--- src/rtl/fft_addr_gen.sv ---
// In-place radix-2 DIT FFT butterfly address generator.
// Walks (stage s, butterfly k) one butterfly per accepted step and presents
// registered operand addresses, twiddle exponent and stage for the datapath.
module fft_addr_gen #(
    parameter  int N     = 8,
    localparam int LOG2N = $clog2(N),
    localparam int SW    = (LOG2N > 1) ? $clog2(LOG2N) : 1,
    localparam int KW    = LOG2N - 1
) (
    input  logic             clk,
    input  logic             rst,
    input  logic             start,
    input  logic             step,
    output logic             busy,
    output logic             bf_vld,
    output logic [LOG2N-1:0] addr_a,
    output logic [LOG2N-1:0] addr_b,
    output logic [KW-1:0]    tw_idx,
    output logic [SW-1:0]    stage,
    output logic             last,
    output logic             done
);

    typedef enum logic [1:0] {IDLE, RUN, DONE} state_t;

    localparam logic [KW-1:0] KMAX = '1;               // N/2-1
    localparam logic [SW-1:0] SMAX = SW'(LOG2N - 1);

    state_t           state_q, state_d;
    logic [SW-1:0]    s_q, s_d;
    logic [KW-1:0]    k_q, k_d;
    logic             busy_q, busy_d;
    logic             bf_vld_q, bf_vld_d;
    logic [LOG2N-1:0] addr_a_q, addr_a_d;
    logic [LOG2N-1:0] addr_b_q, addr_b_d;
    logic [KW-1:0]    tw_q, tw_d;
    logic [SW-1:0]    stage_q, stage_d;
    logic             last_q, last_d;
    logic             done_q, done_d;

    logic [LOG2N-1:0] span, pos, grp, a_calc, b_calc;
    logic [SW-1:0]    tw_sh;

    // Butterfly (s, k) geometry: span 2^s, group k>>s, position within group.
    always_comb begin
        span   = LOG2N'(1) << s_q;
        pos    = {1'b0, k_q} & (span - LOG2N'(1));
        grp    = {1'b0, k_q} >> s_q;
        a_calc = ((grp << 1) << s_q) | pos;
        b_calc = a_calc + span;
        tw_sh  = SMAX - s_q;
    end

    // Next state, counter advance and output register inputs.
    always_comb begin
        state_d  = state_q;
        s_d      = s_q;
        k_d      = k_q;
        busy_d   = busy_q;
        bf_vld_d = 1'b0;
        addr_a_d = addr_a_q;
        addr_b_d = addr_b_q;
        tw_d     = tw_q;
        stage_d  = stage_q;
        last_d   = 1'b0;
        done_d   = 1'b0;
        case (state_q)
            IDLE: begin
                busy_d = 1'b0;
                if (start) begin
                    state_d = RUN;
                    s_d     = '0;
                    k_d     = '0;
                    busy_d  = 1'b1;
                end
            end
            RUN: begin
                // The cycle carrying the final butterfly ignores step and
                // hands over to DONE.
                if (last_q) begin
                    state_d = DONE;
                    done_d  = 1'b1;
                    busy_d  = 1'b0;
                end else if (step) begin
                    bf_vld_d = 1'b1;
                    addr_a_d = a_calc;
                    addr_b_d = b_calc;
                    tw_d     = KW'(pos << tw_sh);
                    stage_d  = s_q;
                    if (k_q == KMAX) begin
                        k_d = '0;
                        if (s_q == SMAX) last_d = 1'b1;
                        else             s_d    = s_q + SW'(1);
                    end else begin
                        k_d = k_q + KW'(1);
                    end
                end
            end
            DONE: begin
                state_d = IDLE;
                busy_d  = 1'b0;
            end
            default: begin
                state_d = IDLE;
                busy_d  = 1'b0;
            end
        endcase
    end

    // State, counters and output registers; reset clears everything.
    always_ff @(posedge clk) begin
        if (rst) begin
            state_q  <= IDLE;
            s_q      <= '0;
            k_q      <= '0;
            busy_q   <= 1'b0;
            bf_vld_q <= 1'b0;
            addr_a_q <= '0;
            addr_b_q <= '0;
            tw_q     <= '0;
            stage_q  <= '0;
            last_q   <= 1'b0;
            done_q   <= 1'b0;
        end else begin
            state_q  <= state_d;
            s_q      <= s_d;
            k_q      <= k_d;
            busy_q   <= busy_d;
            bf_vld_q <= bf_vld_d;
            addr_a_q <= addr_a_d;
            addr_b_q <= addr_b_d;
            tw_q     <= tw_d;
            stage_q  <= stage_d;
            last_q   <= last_d;
            done_q   <= done_d;
        end
    end

    assign busy   = busy_q;
    assign bf_vld = bf_vld_q;
    assign addr_a = addr_a_q;
    assign addr_b = addr_b_q;
    assign tw_idx = tw_q;
    assign stage  = stage_q;
    assign last   = last_q;
    assign done   = done_q;

endmodule

--- config.mk ---
export PLATFORM = sky130hd
export DESIGN_NAME = fft_addr_gen
export DESIGN_NICKNAME = d
export VERILOG_FILES = /design/src/rtl/fft_addr_gen.sv
export SDC_FILE = /design/constraint.sdc
export NUM_CORES = 1
export LEC_CHECK = 0
export ABC_CLOCK_PERIOD_IN_PS = 2270
export BUFFER_PORTS_ARGS = -buffer_cell sky130_fd_sc_hd__clkbuf_2
export CAP_MARGIN = 30
export CORE_MARGIN = 10
export CORE_UTILIZATION = 45
export DETAILED_ROUTE_END_ITERATION = 7
export PLACE_DENSITY = 0.79
export SLEW_MARGIN = 20
export SYNTH_ARGS = -nofsm -noshare
export SYNTH_HDL_FRONTEND = slang
export SYNTH_SLANG_ARGS = --single-unit
--- constraint.sdc ---
create_clock -name clk -period 2.27 [get_ports clk]
set_input_delay 0.5675 -clock clk [delete_from_list [all_inputs] [get_ports clk]]
set_output_delay 0.5675 -clock clk [all_outputs]
set_load 0.01 [all_outputs]
### Word-level counts from Yosys, hierarchy flattened

Index checks and enable logic that the tools add are counted.

| storage, ports and cells | value |
|---|---|
| bits in registers | 20 |
| input bits | 4 |
| output and inout port bits | 14 |
| logic and storage cells | 63 |

| cells by class | value |
|---|---|
| $add $sub $neg | 5 |
| equal/unequal tests | 9 |
| shifts and indexed selects | 4 |
| multiplexer cells | 19 |
| bitwise logic cells | 6 |
| reduce and logical (&&, ||, !) cells | 9 |

Operator list:

| kind | count |
|---|---|
| $mux 2 | 10 |
| $ne 2x2->1 const B | 6 |
| $pmux 2 s2 | 3 |
| $reduce_and 6->1 | 1 |
| $mux 1 | 5 |
| $reduce_or 5->1 | 1 |
| $add 2x1->2 const B | 2 |
| $eq 2x2->1 const B | 2 |
| $not 1->1 | 4 |
| $reduce_and 4->1 | 1 |
| $add 3x3->3 | 1 |
| $and 2x3->3 | 1 |
| $or 3x3->3 | 1 |
| $reduce_and 3->1 | 1 |
| $reduce_or 3->1 | 1 |
| $shl 1x2->3 const A | 1 |
| $shl 3x2->2 | 1 |
| $shl 3x2->3 | 1 |
| $sub 3x1->3 const B | 1 |
| $eq 2x1->1 const B | 1 |
| $logic_not 2->1 | 1 |
| $pmux 1 s2 | 1 |
| $reduce_and 2->1 | 1 |
| $reduce_bool 2->1 | 1 |
| 3 further kinds | 3 |

### Depth between registers and ports, before layout

| depth | value |
|---|---|
| word-level depth | 6 |
| mapped depth | 6 |
| mapped depth without buffers | 6 |

### Worst setup path before layout

No wires, ideal clock.

| timing | value |
|---|---|
| path kind | register -> register |
| from | register s_q[0] |
| to | register addr_b_q[1], in the netlist addr_b[1] |
| library setup time | 0.062 ns |
| arrival time | 1.498 ns |
| required time | 2.208 ns |
| path slack | 0.710 ns |
| cell stages (with the launch flop) | 7 |
| path buffers | 0 |
| period minus slack after synthesis | 1.560 ns |
| cells stage by stage | dfxtp_1 inv_1 ha_1 xnor2_1 a32oi_1 or4_1 nand3_1 |

| between the ends | value |
|---|---|
| longest elaborated chain between the ends | 5 |
| elaborated cells on any way between the ends | 7 |
| those cells by class | add/sub: 2; shift: 3; bitwise: 2 |

Ends and longest elaborated chain:

| element | line | source |
|---|---|---|
| from (decl) | 30 | `logic [SW-1:0] s_q, s_d;` |
| from (signal assigned) | 114 | `s_q <= '0;` |
| from (signal assigned) | 126 | `s_q <= s_d;` |
| $shl 1x2->3 | 46 | `span = LOG2N'(1) << s_q;` |
| $sub 3x1->3 | 47 | `pos = {1'b0, k_q} & (span - LOG2N'(1));` |
| $and 2x3->3 | 47 |  |
| $or 3x3->3 | 49 | `a_calc = ((grp << 1) << s_q) \| pos;` |
| $add 3x3->3 * | 50 | `b_calc = a_calc + span;` |
| to (signal assigned) | 131 | `addr_b_q <= addr_b_d;` |
| to (decl) | 35 | `logic [LOG2N-1:0] addr_b_q, addr_b_d;` |

Every way passes the cells marked *; elsewhere a longest branch is shown, timed or not.
A chain may end at the register's enable or synchronous reset.

### Worst setup path after layout

Ends and elaborated chain as after synthesis.

==> flow_summary.json <==
{
  "num_io_pins": 18,
  "path_clk_slew_ns": 0.10,
  "hp-class": "reg -> reg",
  "hold-path-cell-count": 2,
  "place_hpwl_um": 1260,
  "hold_viol": 0,
  "yosysMostFrequentCell": "dfxtp_1",
  "die_h_um": 64.3,
  "final_util_pct": 55.9,
  "grt_pass1_vias": 602,
  "syn_area_um2": 883,
  "rsz0062_at_grt": "false",
  "dr.pass1.iters": 4,
  "cts_buffers": 3,
  "yosysUniqueCellTypes": 35,
  "max_freq_ghz": 0.572,
  "gr-total-overflow": 0,
  "fp.coreArea_um2": 1800,
  "crit_family": "simple AND/OR/NAND/NOR gates",
  "drive_gt1_share_pct": 23.6,
  "outcome": "finished, final reports clean",
  "yosysSeqAreaShare_pct": 45.3,
  "remaining_drc_errors": 0,
  "finalSetupTns_ns": 0,
  "rows": 15,
  "start_util_pct": 49.0,
  "cts.sinks": 20,
  "synthArstFlopShare_pct": 0,
  "reg2reg_to": "addr_b[1]$_SDFFE_PP0P_",
  "cts_resized": 0,
  "tightest_slew_ns": 0.403,
  "synth_seq_cells": 20,
  "die_x_um": 64.3,
  "path_max_fanout": 6,
  "filler_cell_count": 175,
  "via_per_inst": 5.28,
  "synth.area.top_cells": "dfxtp_1, ha_1, nand2_1, a21oi_1, nand3b_1",
  "grt_pass1_wl_um": 2740,
  "critPathSlowestCell": "dfxtp_1",
  "cts-root-buf": "clkbuf_4",
  "totalWireLength_um": 1640,
  "rr_worst_depth": 6,
  "crit_chain": "inv_1 > ha_1 > xnor2_1 > a32oi_1 > or4_1 > nand3_1",
  "startpoint_type": "flop",
  "pwr_density_cell_nw_per_um2": 571,
  "fin_skew_ns": 0.00484,
  "grt_max_degree": 22,
  "seq_area_um2": 400,
  "setup_viol": 0,
  "synthTopCellsByCount": "dfxtp_1, nand2_1, nor2_1",
  "finalNetCount": 120,
  "synth_top_cell_by_area": "dfxtp_1",
  "r2r_slack_ns": 0.52,
  "min_to": "stage[1]$_SDFFE_PP0P_",
  "gp_congestion": 0.790,
  "syn_inst": 93,
  "synth_area_per_cell_um2": 9.50,
  "place_area_um2": 985,
  "stdcell_area_um2": 1010,
  "antenna_found_initial": 0,
  "layout_min_cycle_time_ns": 1.75,
  "postCtsSetupRepairBufs": 0,
  "ys_warn_count": 0,
  "ir_worst_vdd_mv": 0.421,
  "max_cap_viol_count": 0,
  "synth_nets": 101,
  "ctsHoldBuffers": 0,
  "synth-edff-count": 0,
  "multi_input_area_um2": 453,
  "gr-usage-all-layers_pct": 7.99,
  "synth_top_area_share_pct": 45.3,
  "synthToLayoutAreaGrowth_pct": 14.0,
  "ant_nets": 0,
  "clock_path_buffers": 2,
  "first_iter_violations": 18,
  "relSlewSlack_pct": 73.1,
  "port_buffers": 17,
  "cts_tree": "done",
  "wl_per_cell_um": 12.1,
  "die-area_um2": 4140,
  "cp_slowest_stage_delay_ns": 0.44,
  "maxSlewViolCount": 0,
  "vias": 713,
  "critPathKind": "reg -> reg",
  "h-tree-depth": 1,
  "antenna_cells": 0,
  "worst_setup_path_end_kind": "flop",
  "holdCritStartpoint": "stage[1]$_SDFFE_PP0P_",
  "synth-main-ff-cell": "dfxtp_1",
  "r2r_start": "s_q[0]$_SDFFE_PP0P_",
  "crit_arrival_ns": 1.99,
  "path_buf_inv": 1,
  "insertion_delay_ns": 0.29,
  "leakagePower_nw": 0.389,
  "required_ns": 2.51,
  "period_share_pct": 77.0
}
[area by class of cell]
type	instances	area share [%]
tap	25	3.11
clock buffer	3	2.24
inverter	2	0.745
sequential	20	39.8
timing repair buffer	18	9.19
multi-input combinational	67	45.0
[worst max-delay path by stage]
stage / start / to / slack, ns / cells after the start
4_1_cts: s_q[0]$_SDFFE_PP0P_ / addr_b[1]$_SDFFE_PP0P_ / 0.54 / 6
5_1_grt: s_q[0]$_SDFFE_PP0P_ / addr_b[1]$_SDFFE_PP0P_ / 0.41 / 6
2_1_floorplan: s_q[0]$_SDFFE_PP0P_ / addr_b[1]$_SDFFE_PP0P_ / 0.71 / 6
6_report: s_q[0]$_SDFFE_PP0P_ / addr_b[1]$_SDFFE_PP0P_ / 0.52 / 6
3_3_place_gp: s_q[0]$_SDFFE_PP0P_ / addr_b[1]$_SDFFE_PP0P_ / 0.66 / 6
3_5_place_dp: s_q[0]$_SDFFE_PP0P_ / addr_b[1]$_SDFFE_PP0P_ / 0.57 / 6
[power breakdown]
group          leakage [nW]  internal, mW  switching [mW]
clock network        0.0138        0.0618          0.0949
registers             0.162         0.359         0.00752
logic                 0.213        0.0221          0.0300
[logic make-up after synthesis]
logic type / count (synthesis) / synth area share [%]
and+or+nand+nor: 43 / 28.5
buffers and inverters: 6 / 3.40
muxes: 2 / 2.27
DFF: 20 / 45.3
adders and majority gates: 4 / 5.67
xor gates and xnor gates: 1 / 0.992
AOI/OAI and AO/OA: 17 / 13.9
[worst reg2reg max path, delay by kind of cell, from the launching register on]
kind | cells | cell delay [ns]
buf+inv | 1 | 0.15
simple gates | 2 | 0.51
flops | 1 | 0.44
compound gates | 1 | 0.11
fa+ha+maj | 1 | 0.27
xor+xnor | 1 | 0.21
[cell usage in the layout, fill, tap and decap left out, drive strengths merged]
cell / instances
nor3b: 1
nor3: 2
nand3b: 4
mux2i: 2
nor2: 9
a311oi: 1
nand4b: 1
buf: 1
dfxtp: 20
or4: 1
clkbuf: 20
or2b: 1
nand2: 11
a32oi: 1
nor4bb: 2
ha: 4
and4bb: 1
o21a: 1
a211oi: 3
nor2b: 2
a21oi: 8
a21boi: 1
o21ai: 1
nand4bb: 1
inv: 2
nand2b: 2
xnor2: 1
and2: 1
a21o: 1
and3: 1
nand3: 2
nand4: 1
[sequential cells by signal, indices dropped and copies added, names as in the netlist]
signal and cells:
addr_a 3, addr_b 3, k_q 2, s_q 2, stage 2, state_q 2
tw_idx 2, bf_vld 1, busy 1, done 1, last 1
[stage by stage]
stage / worst slack, ns / hold WS (ns) / power (mW) / std cells
final: 0.523 / 0.460 / 0.575 / 135
after global routing: 0.414 / 0.488 / 0.606 / 135
after CTS: 0.536 / 0.466 / 0.586 / 135
after detailed placement: 0.566 / 0.451 / 0.428 / 132
after global placement: 0.655 / 0.442 / 0.426 / 132
after floorplan: 0.710 / 0.474 / 0.413 / 93
[per-layer routing]
layer,vias up,wire length [µm],global-route usage [%]
met5,-,0,0
met4,0,8,1.60
met3,2,121,5.05
met2,13,762,12.2
met1,331,743,9.27
li1,367,-,-
(Power assumes the default switching activity.)
